File: src/rtl/serial_adder_pkg.sv
// rtl/serial_adder_pkg.sv - shared state encodings and defaults for the bit-serial adder
package serial_adder_pkg;

    localparam int DEFAULT_WIDTH = 8;

    typedef enum logic [1:0] {
        IDLE  = 2'd0,
        SHIFT = 2'd1,
        DONE  = 2'd2
    } state_t;

endpackage

File: src/rtl/serial_adder_full_adder.sv
// rtl/serial_adder_full_adder.sv - structural one-bit full adder cell
module full_adder (
    output logic sum,
    output logic cout,
    input  logic a,
    input  logic b,
    input  logic cin
);

    logic p;
    logic g;
    logic t;

    // Propagate/generate form, mirroring the full_subtractor gate style
    xor u_x0 (p, a, b);
    xor u_x1 (sum, p, cin);
    and u_a0 (g, a, b);
    and u_a1 (t, p, cin);
    or  u_o0 (cout, g, t);

endmodule

File: src/rtl/serial_adder.sv
// rtl/serial_adder.sv - bit-serial WIDTH-bit adder, one bit per clock, LSB first
module serial_adder
    import serial_adder_pkg::*;
#(
    parameter int WIDTH = DEFAULT_WIDTH
) (
    input  logic             clk,
    input  logic             rst,
    input  logic             start,
    input  logic [WIDTH-1:0] a,
    input  logic [WIDTH-1:0] b,
    input  logic             cin,
    output logic             busy,
    output logic             done,
    output logic [WIDTH-1:0] sum,
    output logic             cout
);

    localparam int CW = $clog2(WIDTH) + 1;

    state_t           state_q;
    state_t           state_d;
    logic [WIDTH-1:0] a_sr;
    logic [WIDTH-1:0] b_sr;
    logic [WIDTH-1:0] sum_sr;
    logic             carry;
    logic [CW-1:0]    cnt;
    logic             fa_s;
    logic             fa_c;
    logic             last_bit;

    full_adder u_fa (
        .sum  (fa_s),
        .cout (fa_c),
        .a    (a_sr[0]),
        .b    (b_sr[0]),
        .cin  (carry)
    );

    assign last_bit = (cnt == CW'(WIDTH - 1));

    always_ff @(posedge clk) begin
        if (rst) begin
            state_q <= IDLE;
        end else begin
            state_q <= state_d;
        end
    end

    always_comb begin
        state_d = state_q;
        busy    = 1'b0;
        done    = 1'b0;
        case (state_q)
            IDLE: begin
                if (start) begin
                    state_d = SHIFT;
                end
            end
            SHIFT: begin
                busy = 1'b1;
                if (last_bit) begin
                    state_d = DONE;
                end
            end
            DONE: begin
                done    = 1'b1;
                state_d = IDLE;
            end
            default: begin
                state_d = IDLE;
            end
        endcase
    end

    // Result registers are written only on the final bit so they hold across new starts
    always_ff @(posedge clk) begin
        if (rst) begin
            a_sr   <= '0;
            b_sr   <= '0;
            sum_sr <= '0;
            carry  <= 1'b0;
            cnt    <= '0;
            sum    <= '0;
            cout   <= 1'b0;
        end else begin
            case (state_q)
                IDLE: begin
                    if (start) begin
                        a_sr   <= a;
                        b_sr   <= b;
                        carry  <= cin;
                        cnt    <= '0;
                        sum_sr <= '0;
                    end
                end
                SHIFT: begin
                    sum_sr <= {fa_s, sum_sr[WIDTH-1:1]};
                    a_sr   <= a_sr >> 1;
                    b_sr   <= b_sr >> 1;
                    carry  <= fa_c;
                    cnt    <= cnt + CW'(1);
                    if (last_bit) begin
                        sum  <= {fa_s, sum_sr[WIDTH-1:1]};
                        cout <= fa_c;
                    end
                end
                default: begin
                end
            endcase
        end
    end

endmodule

File: config.mk
export PLATFORM = sky130hd
export DESIGN_NAME = serial_adder
export DESIGN_NICKNAME = d
export VERILOG_FILES = /design/src/rtl/serial_adder_pkg.sv /design/src/rtl/serial_adder_full_adder.sv /design/src/rtl/serial_adder.sv
export SDC_FILE = /design/constraint.sdc
export NUM_CORES = 1
export LEC_CHECK = 0
export CAP_MARGIN = 20
export CORE_ASPECT_RATIO = 1.5
export CORE_MARGIN = 4
export CORE_UTILIZATION = 30
export CTS_CLUSTER_SIZE = 14
export DETAILED_ROUTE_END_ITERATION = 16
export SLEW_MARGIN = 10
export SYNTH_ARGS = -nofsm -noshare
export SYNTH_HDL_FRONTEND = slang
export SYNTH_SLANG_ARGS = --single-unit
export TNS_END_PERCENT = 100
File: constraint.sdc
create_clock -name clk -period 1.7 [get_ports clk]
set_input_delay 0.34 -clock clk [delete_from_list [all_inputs] [get_ports clk]]
set_output_delay 0.34 -clock clk [all_outputs]
set_load 0.03 [all_outputs]
### Word-level counts from Yosys, hierarchy flattened

Index checks and enable logic that the tools add are counted.

* add/subtract/negate cells: 1
* multiply operators: 0
* divide/modulo/power cells: 0
* $lt $le $gt $ge: 0
* equal/unequal tests: 5
* shifts and indexed selects: 0
* mux-type cells: 15
* bitwise logic cells: 5
* reductions and logical operators: 5

Operator list (number)
* $pmux 8 s2: 3
* $mux 8: 3
* $pmux 4 s2: 1
* $reduce_and 2->1: 3
* $add 4x1->4 const B: 1
* $eq 4x3->1 const B: 1
* $mux 2: 2
* $mux 4: 1
* $ne 2x2->1 const B: 2
* $pmux 2 s2: 1
* $mux 1: 3
* $and 1x1->1: 2
* $eq 2x1->1 const B: 1
* $eq 2x2->1 const B: 1
* $logic_not 2->1: 1
* $pmux 1 s2: 1
* $reduce_bool 2->1: 1
* $xor 1x1->1: 2
* $or 1x1->1: 1

* register bits: 40
* latch bits: 0
* memory bits (writable): 0
* memory bits (read-only): 0
* input port bits: 20
* output and inout bits: 11
* logic and storage cells: 39
* memories kept: 0

### Longest topological paths before layout

Gate-level depths: netlist of the first run.

* depth in word-level cells: 4
* depth in mapped cells: 6

### Cells and area by module

Synthesis of the first run repeated with hierarchy kept, for this count alone.

* cells, all modules: 184
* area, all modules: 1742.9 um2

Modules (own cells, without submodules)
* serial_adder: times used 1, cells an instance 183, area an instance 1722.9 um2, seq. area each 780.7 um2
* full_adder: times used 1, cells an instance 1, area an instance 20.0 um2, seq. area each 0.0 um2

### Worst setup path after synthesis of the first run

OpenSTA, ideal clock, no wires.

* path kind: register to output
* from: reg state_q[1]
* to: out done
* arrival: 1.157 ns
* setup slack: 0.203 ns
* cell stages (with the launch flop): 3
* buffers on the path: 1
* cell sequence: dfxtp_1 -> clkbuf_1 -> nor2b_1

* longest elaborated chain between the ends: 2

Ends and longest elaborated chain
* start, declared: line serial_adder.sv:21 `state_t state_q;`
* start signal, assigned: line serial_adder.sv:46 `state_q <= state_d;`
* $eq 2x2->1: line serial_adder.sv:54 `case (state_q)`
* $mux 1: line serial_adder.sv:54
* end, declared: line serial_adder.sv:14 `output logic done,`

Every way passes these cells.

### Worst setup path in the final report of the first run

* from: reg cout
* to: out cout

RTL lines
* start, declared: line serial_adder.sv:16 `output logic cout`
* start signal, assigned: line serial_adder.sv:85 `cout <= 1'b0;`
* start signal, assigned: line serial_adder.sv:105 `cout <= fa_c;`

No word-level cell between the ends.

==> results.md, run 1 <==
- Count of cell types in the netlist: 30
- Layout area overhead: 31.6%
- Synth area leaders: dfxtp_1 46%, nand2b_1 10%, mux2i_1 5.3%, a22o_1 5.1%, or3b_2 5.1%
- Maxcap violations: 0
- Cell family with most CP delay: buffers and inverters
- Root Buffer: clkbuf_8
- NetSw: 0.000472 W
- Antenna Nets Post-Route: 0
- Outcome: complete, no violations
- Final setup viols: 0
- Slew headroom: approximately 64%
- Power density over the cells: 921 mW/mm^2
- Final period util: between 90% and 100%
- Initial Utilization: a little under a third
- Worst-skew pair later-pin latency: about 0.28 ns
- Synthesis Warnings: 0
- Number of remaining DRC errors: 0
- Switching Share: 22.8%
- TritonCTS clock tree: built
- Rows: 33
- P_int: between 0.0015 and 0.002 W
- Vias: approximately 1,300
- Worst Path Buf+Inv: 1
- Core Util, Final: 41.0%
- Critical Path Sink Type: output port
- # IOs: 31
- Average size of a mapped cell: 9.73 um^2
- P_leak: roughly 0.84 nW
- Clock Power Share: 37.9%
- RSZ-0062 raised after global routing: no
- Postcts setup bufs: 0
- Vias in the first global route: between 1,000 and 1,500
- Seq pwr share: about 48%
- Wire length of the first global-routing pass: 6030 um
- Num CTS Buffers: 5
- Largest net degree at the start of global routing: 26
- Final hold vios: 0
- # H-tree levels: 2
- Critical path's slowest cell: clkdlybuf4s50_1
- Routed WL: 3480 um
- CTS max path bufs: 2
- Pre-antenna DRT Iters: 4
- Total power draw: between 0.002 and 0.0025 W
- Critical Path Start Type: flip-flop
- Dominant cell type by area after synthesis: dfxtp_1
- Post-Syn Instances: roughly 180
- Setup CP Type: reg2out
- Final non-filler cell area: between 0.002 and 0.0025 mm^2
- DP Area: 0.00214 mm^2
- 1st-iter DRT viols: 43
- Fill cells: about 550
- Post-DP HPWL: around 2600 um
- Post-synthesis sequential area ratio: 45.6%
- Routed len/inst: 12.3 um
- Core box area: 0.00549 mm^2
- Total Nets Final: around 240
- Final Max Tran Viols: 0
- Die width: ~70 um
- Die extent in y: just over 100 um
- Clk pin slew, worst setup/hold paths: ~0.070 ns
- Crit-path max cell delay: around 0.7 ns
- Area of the die: roughly 0.0070 mm^2
- Top-area cell type share of the netlist area: between 40 and 50%
- IO buf count: 30
- Multi-input logic area: 856 um^2
- Reg area: 781 um^2
- Crit path cell chain: clkdlybuf4s50_1
- Worst hold path type: reg2reg
- Via density: approximately 4.7
- Ant diodes: 0
- Gr usage total: about a tenth
- Crit path arrival time: about 1.3 ns
- Cell Area, Synth: about 0.0017 mm^2
- Clk sinks: 39
- Final Critical Period: around 1.6 ns
- Share of layout cells above drive strength 1: between 10% and 20%
- Worst vdd ir: around 0.6 mV
- Required time of the critical path: about 1.4 ns
- F_max: between 600 and 700 MHz
- Grt total ovfl: 0
- Slew @ Worst Pin: ~0.54 ns
- Post-Syn Nets: 198
- Comb pwr share: about 14%
- Worst Skew: ~0.0066 ns
- Initial antenna violation count: 0
- Setup TNS: 0 ns
- Seq cells post-synth: 39
- CP max FO: 2
- Global placement routability congestion: slightly below 0.8
-- layer usage --
metal	global-route usage (%)	share of wire, %
met5	0	0
met4	3.98	1.5
met3	2.59	4.2
met2	19.3	50
met1	11.7	44
-- power by group through the flow --
stage / clock network [W] / logic [W] / registers (W)
final: 0.000787 / 0.000294 / 0.000994
after global routing: 0.000846 / 0.000328 / 0.00100
after CTS: 0.000812 / 0.000298 / 0.000994
after detailed placement: 0 / 0.000297 / 0.00101
after global placement: 0 / 0.000296 / 0.00101
after floorplan: 0 / 0.000197 / 0.00100
-- metrics by stage --
stage          hold slack (ns)  instances  setup slack, ns
2_1_floorplan            0.440        176            0.203
3_3_place_gp             0.462        276           -0.153
3_5_place_dp             0.462        276           -0.171
4_1_cts                  0.477        284           0.0428
5_1_grt                  0.494        284          0.00595
6_report                 0.470        284           0.0632
-- path summary, 6_finish.rpt --
kind	start	end	slack (ns)	depth (start not counted)
max reg2reg	state_q[0]	a_sr[7]	0.20	4
max	cout	cout	0.06	1
min reg2reg	sum[6]	sum[6]	0.47	2
min	sum[6]	sum[6]	0.47	2
-- cell usage after synthesis --
cell and instances:
dfxtp_1 39, nand2b_1 28, nor2_1 13, nor3_1 12, a21oi_1 11, a22o_1 10
or3b_2 10, mux2i_1 9, clkbuf_1 7, a221o_1 4, and2_1 4, or2b_1 4
buf_2 3, nand3b_1 3, a31oi_1 2, buf_6 2, nand3_1 2, a211oi_1 1
a21o_1 1, buf_4 1, fa_1 1, ha_1 1, inv_1 1, nor2_2 1
nor2_4 1, nor2b_1 1, nor4b_2 1, o21ba_2 1, or3_1 1, or3b_1 1
-- area by class of cell --
cell class	count	share of cell area, %
multi-input combinational	123	38.0
clock inverter	2	1.56
timing repair buffer	43	18.1
inverter	1	0.167
clock buffer	6	3.67
sequential	39	34.7
tap	70	3.89
-- cell usage in the layout, fill, tap and decap left out --
| cell | Yosys | final |
|---|---|---|
| nor3_1 | 12 | 12 |
| clkinv_2 | 0 | 1 |
| buf_4 | 1 | 13 |
| nand3b_1 | 3 | 3 |
| nor2_2 | 1 | 1 |
| clkbuf_8 | 0 | 6 |
| nor2b_1 | 1 | 1 |
| clkdlybuf4s50_1 | 0 | 28 |
| a31oi_1 | 2 | 2 |
| or3b_2 | 10 | 10 |
| or2b_1 | 4 | 4 |
| or3_1 | 1 | 1 |
| buf_12 | 0 | 1 |
| dfxtp_1 | 39 | 39 |
| nor2_4 | 1 | 1 |
| a221o_1 | 4 | 4 |
| bufinv_16 | 0 | 1 |
| dlygate4sd2_1 | 0 | 1 |
| and2_1 | 4 | 4 |
| mux2i_1 | 9 | 9 |
| or3b_1 | 1 | 1 |
| o21ba_2 | 1 | 1 |
| nor4b_2 | 1 | 1 |
| a21o_1 | 1 | 1 |
| nand2b_1 | 28 | 28 |
| nor2_1 | 13 | 13 |
| a21oi_1 | 11 | 11 |
| a211oi_1 | 1 | 1 |
| a22o_1 | 10 | 10 |
| ha_1 | 1 | 1 |
| fa_1 | 1 | 1 |
| inv_1 | 1 | 1 |
| nand3_1 | 2 | 2 |
-- flip-flops by register name, summed over array words and instances, names as in the netlist --
name	flops
a_sr	8
sum	8
cout	1
cnt	4
sum_sr	7
b_sr	8
carry	1
state_q	2
-- repair_timing --
item | CTS | global route
hold buffers | 0 | 0
gates resized for setup | 1 | 0
endpoints found under the setup margin | 1 | 0
hold endpoints to repair | 0 | 0
-- logic make-up after synthesis --
logic type,after synthesis,synth area share (%)
simple gates,82,30.0
flops,39,45.6
compound gates,30,12.9
buf+inv,14,4.39
mux,9,5.26
fa+ha+maj,2,1.90
(Power assumes the default switching activity.)
==> run 2: changes to the inputs <==
CORE_UTILIZATION = 49   (was 30)
CTS_CLUSTER_SIZE = 12   (was 14)
PLACE_DENSITY = 0.75   (was default)
==> results.md, run 2 (same netlist as run 1, synthesis figures left out) <==
- Final period util: 95.3% (-1.0 points)
- Clk pin slew, worst setup/hold paths: 0.07 ns (about the same)
- Initial Utilization: 50.6% (+19 points)
- Hold WS: 0.475 ns (+0.00481 ns)
- Routed WL: 3550 um (+1.9%)
- Core Util, Final: 64.9% (+24 points)
- Area of the die: 0.00452 mm^2 (-35%)
- Final hold vios: 0 (unchanged)
- Critical path's slowest cell: clkdlybuf4s50_1
- Critical Path Start Type: flip-flop
- Worst hold path type: reg2reg
- Gr usage total: 17.4% (+6.9 points)
- F_max: 617 MHz (+1.1%)
- Slew headroom: 46.2% (-18 points)
- Fill cells: 294 (-47%)
- Setup CP Type: reg2out
- CP max FO: 2 (unchanged)
- Initial antenna violation count: 0 (unchanged)
- Crit path cell chain: clkdlybuf4s50_1
- Layer with the highest usage: met2
- Critical Path Sink Type: output port
- TritonCTS clock tree: built
- Met2 Usage GRT: 32.0% (+13 points)
- Final setup viols: 0 (unchanged)
- Met1 Use GR: 18.8% (+7.1 points)
- 1st-iter DRT viols: 21 (-51%)
- Die width: 56.3 um (-19%)
- Met3 usage: 4.02% (+1.4 points)
- Final Max Tran Viols: 0 (unchanged)
- Final Critical Period: 1.62 ns (-0.0171 ns)
- Outcome: complete, no violations
- Worst vdd ir: 0.767 mV (+28%)
- Num CTS Buffers: 5 (unchanged)
- Power density over the cells: 915 mW/mm^2 (-0.66%)
- Crit path arrival time: 1.28 ns (-0.02 ns)
- Total Nets Final: 234 (-0.43%)
- Vias in the first global route: 1,465 (+7.2%)
- Cell family with most CP delay: buffers and inverters
- Antenna Nets Post-Route: 0 (unchanged)
- Layout area overhead: 28.3%
- Pre-antenna DRT Iters: 4 (unchanged)
- IO buf count: 30 (unchanged)
- Rows: 26 (-21%)
- P_leak: 0.841 nW (+0.18%)
- Worst Skew: 0.00605 ns (-0.000536 ns)
- Vias: 1,374 (+3.1%)
- Number of remaining DRC errors: 0 (unchanged)
- Global placement routability congestion: 0.758 (-3.3%)
- Setup TNS: 0 ns (unchanged)
- Highest-count cells in the layout ignoring fill and taps: 39 x dfxtp_1, 28 x nand2b_1, 27 x clkdlybuf4s50_1
- RSZ-0062 raised after global routing: no
- Die extent in y: 80.4 um (-20%)
- Required time of the critical path: 1.36 ns (about the same)
- Cts hold-fix bufs: 0 (unchanged)
- Grt total ovfl: 0 (unchanged)
- Routed len/inst: 14.0 um (+14%)
- Maxcap violations: 0 (unchanged)
- Core box area: 0.00338 mm^2 (-38%)
- Via density: 5.41 (+15%)
- Post-DP HPWL: 2650 um (+1.9%)
- Largest net degree at the start of global routing: 28 (+7.7%)
- Clk sinks: 39 (unchanged)
- # IOs: 31 (unchanged)
- Slew @ Worst Pin: 0.805 ns (+0.264 ns)
- Ant diodes: 0 (unchanged)
- Crit-path max cell delay: 0.67 ns (about the same)
- Worst Path Buf+Inv: 1 (unchanged)
- Wire length of the first global-routing pass: 6250 um (+3.7%)
- # H-tree levels: 2 (unchanged)
- CTS max path bufs: 2 (unchanged)
- Worst-skew pair later-pin latency: 0.28 ns (about the same)
- Root Buffer: clkbuf_8
- Most common cell after layout, fill and taps aside: dfxtp_1
- Biggest regs: a_sr: 8 flops, b_sr: 8 flops, sum: 8 flops
- Share of layout cells above drive strength 1: 16.0% (-0.78 points)
[run 2: changes by cell type in the layout (fill, tap and decap cells not counted), sizes merged]
| cell | previous run | this run |
|---|---|---|
| clkdlybuf4s50 | 28 | 27 |
| clkinv | 1 | 0 |
| dlygate4sd2 | 1 | 0 |
| dlymetal6s2s | 0 | 1 |
[run 2: final cells by class]
class                   instances  area [um^2]  area share [%]
clock inverters                 1         30.0            1.37
well taps                      42         52.6            2.39
repair buffers                 42          400            18.2
clock buffers                   6         72.6            3.30
inverters                       1         3.75           0.171
multi-input cells             123          856            39.0
flip-flops and latches         39          781            35.6
[run 2: what timing repair did]
action	4_1_cts	5_1_grt
resized for setup	0	1
setup buffers	0	0
endpoints found under the setup margin	0	1
[run 2: path summary, 6_finish.rpt]
path / from / to / slack, ns / cells after the start
hold reg to reg: sum[4] / sum[4] / 0.48 / 2
hold / removal: sum[4] / sum[4] / 0.48 / 2
setup reg to reg: state_q[1] / state_q[0] / 0.24 / 4
setup / recovery: sum[2] / sum[2] / 0.08 / 1
[run 2: metrics by stage]
| stage | instances | setup slack [ns] | area (um^2) | power [W] |
|---|---|---|---|---|
| floorplan | 176 | 0.203 | 1710 | 0.00120 |
| global placement | 247 | -0.123 | 2090 | 0.00130 |
| detailed placement | 247 | -0.119 | 2090 | 0.00131 |
| CTS | 254 | 0.0587 | 2190 | 0.00202 |
| global route | 254 | 0.0159 | 2200 | 0.00210 |
| finish | 254 | 0.0803 | 2200 | 0.00201 |
[run 2: report_power, final]
part / switching (W) / leakage [nW] / internal (W)
Combinational: 0.000134 / 0.472 / 0.000161
Clock: 0.000290 / 0.0513 / 0.000430
Sequential: 0.0000298 / 0.319 / 0.000964
[run 2: metal layers]
metal	vias up	wire (um)	part of all wire [%]
li1	680	-	-
met1	655	1460	41
met2	33	1870	53
met3	6	153	4.3
met4	0	68	1.9
met5	-	0	0
==> run 3: changes to the inputs <==
CAP_MARGIN = 15   (was 20)
==> results of run 3 <==
No change in the layout: final DEF, timing and power equal those of run 2.
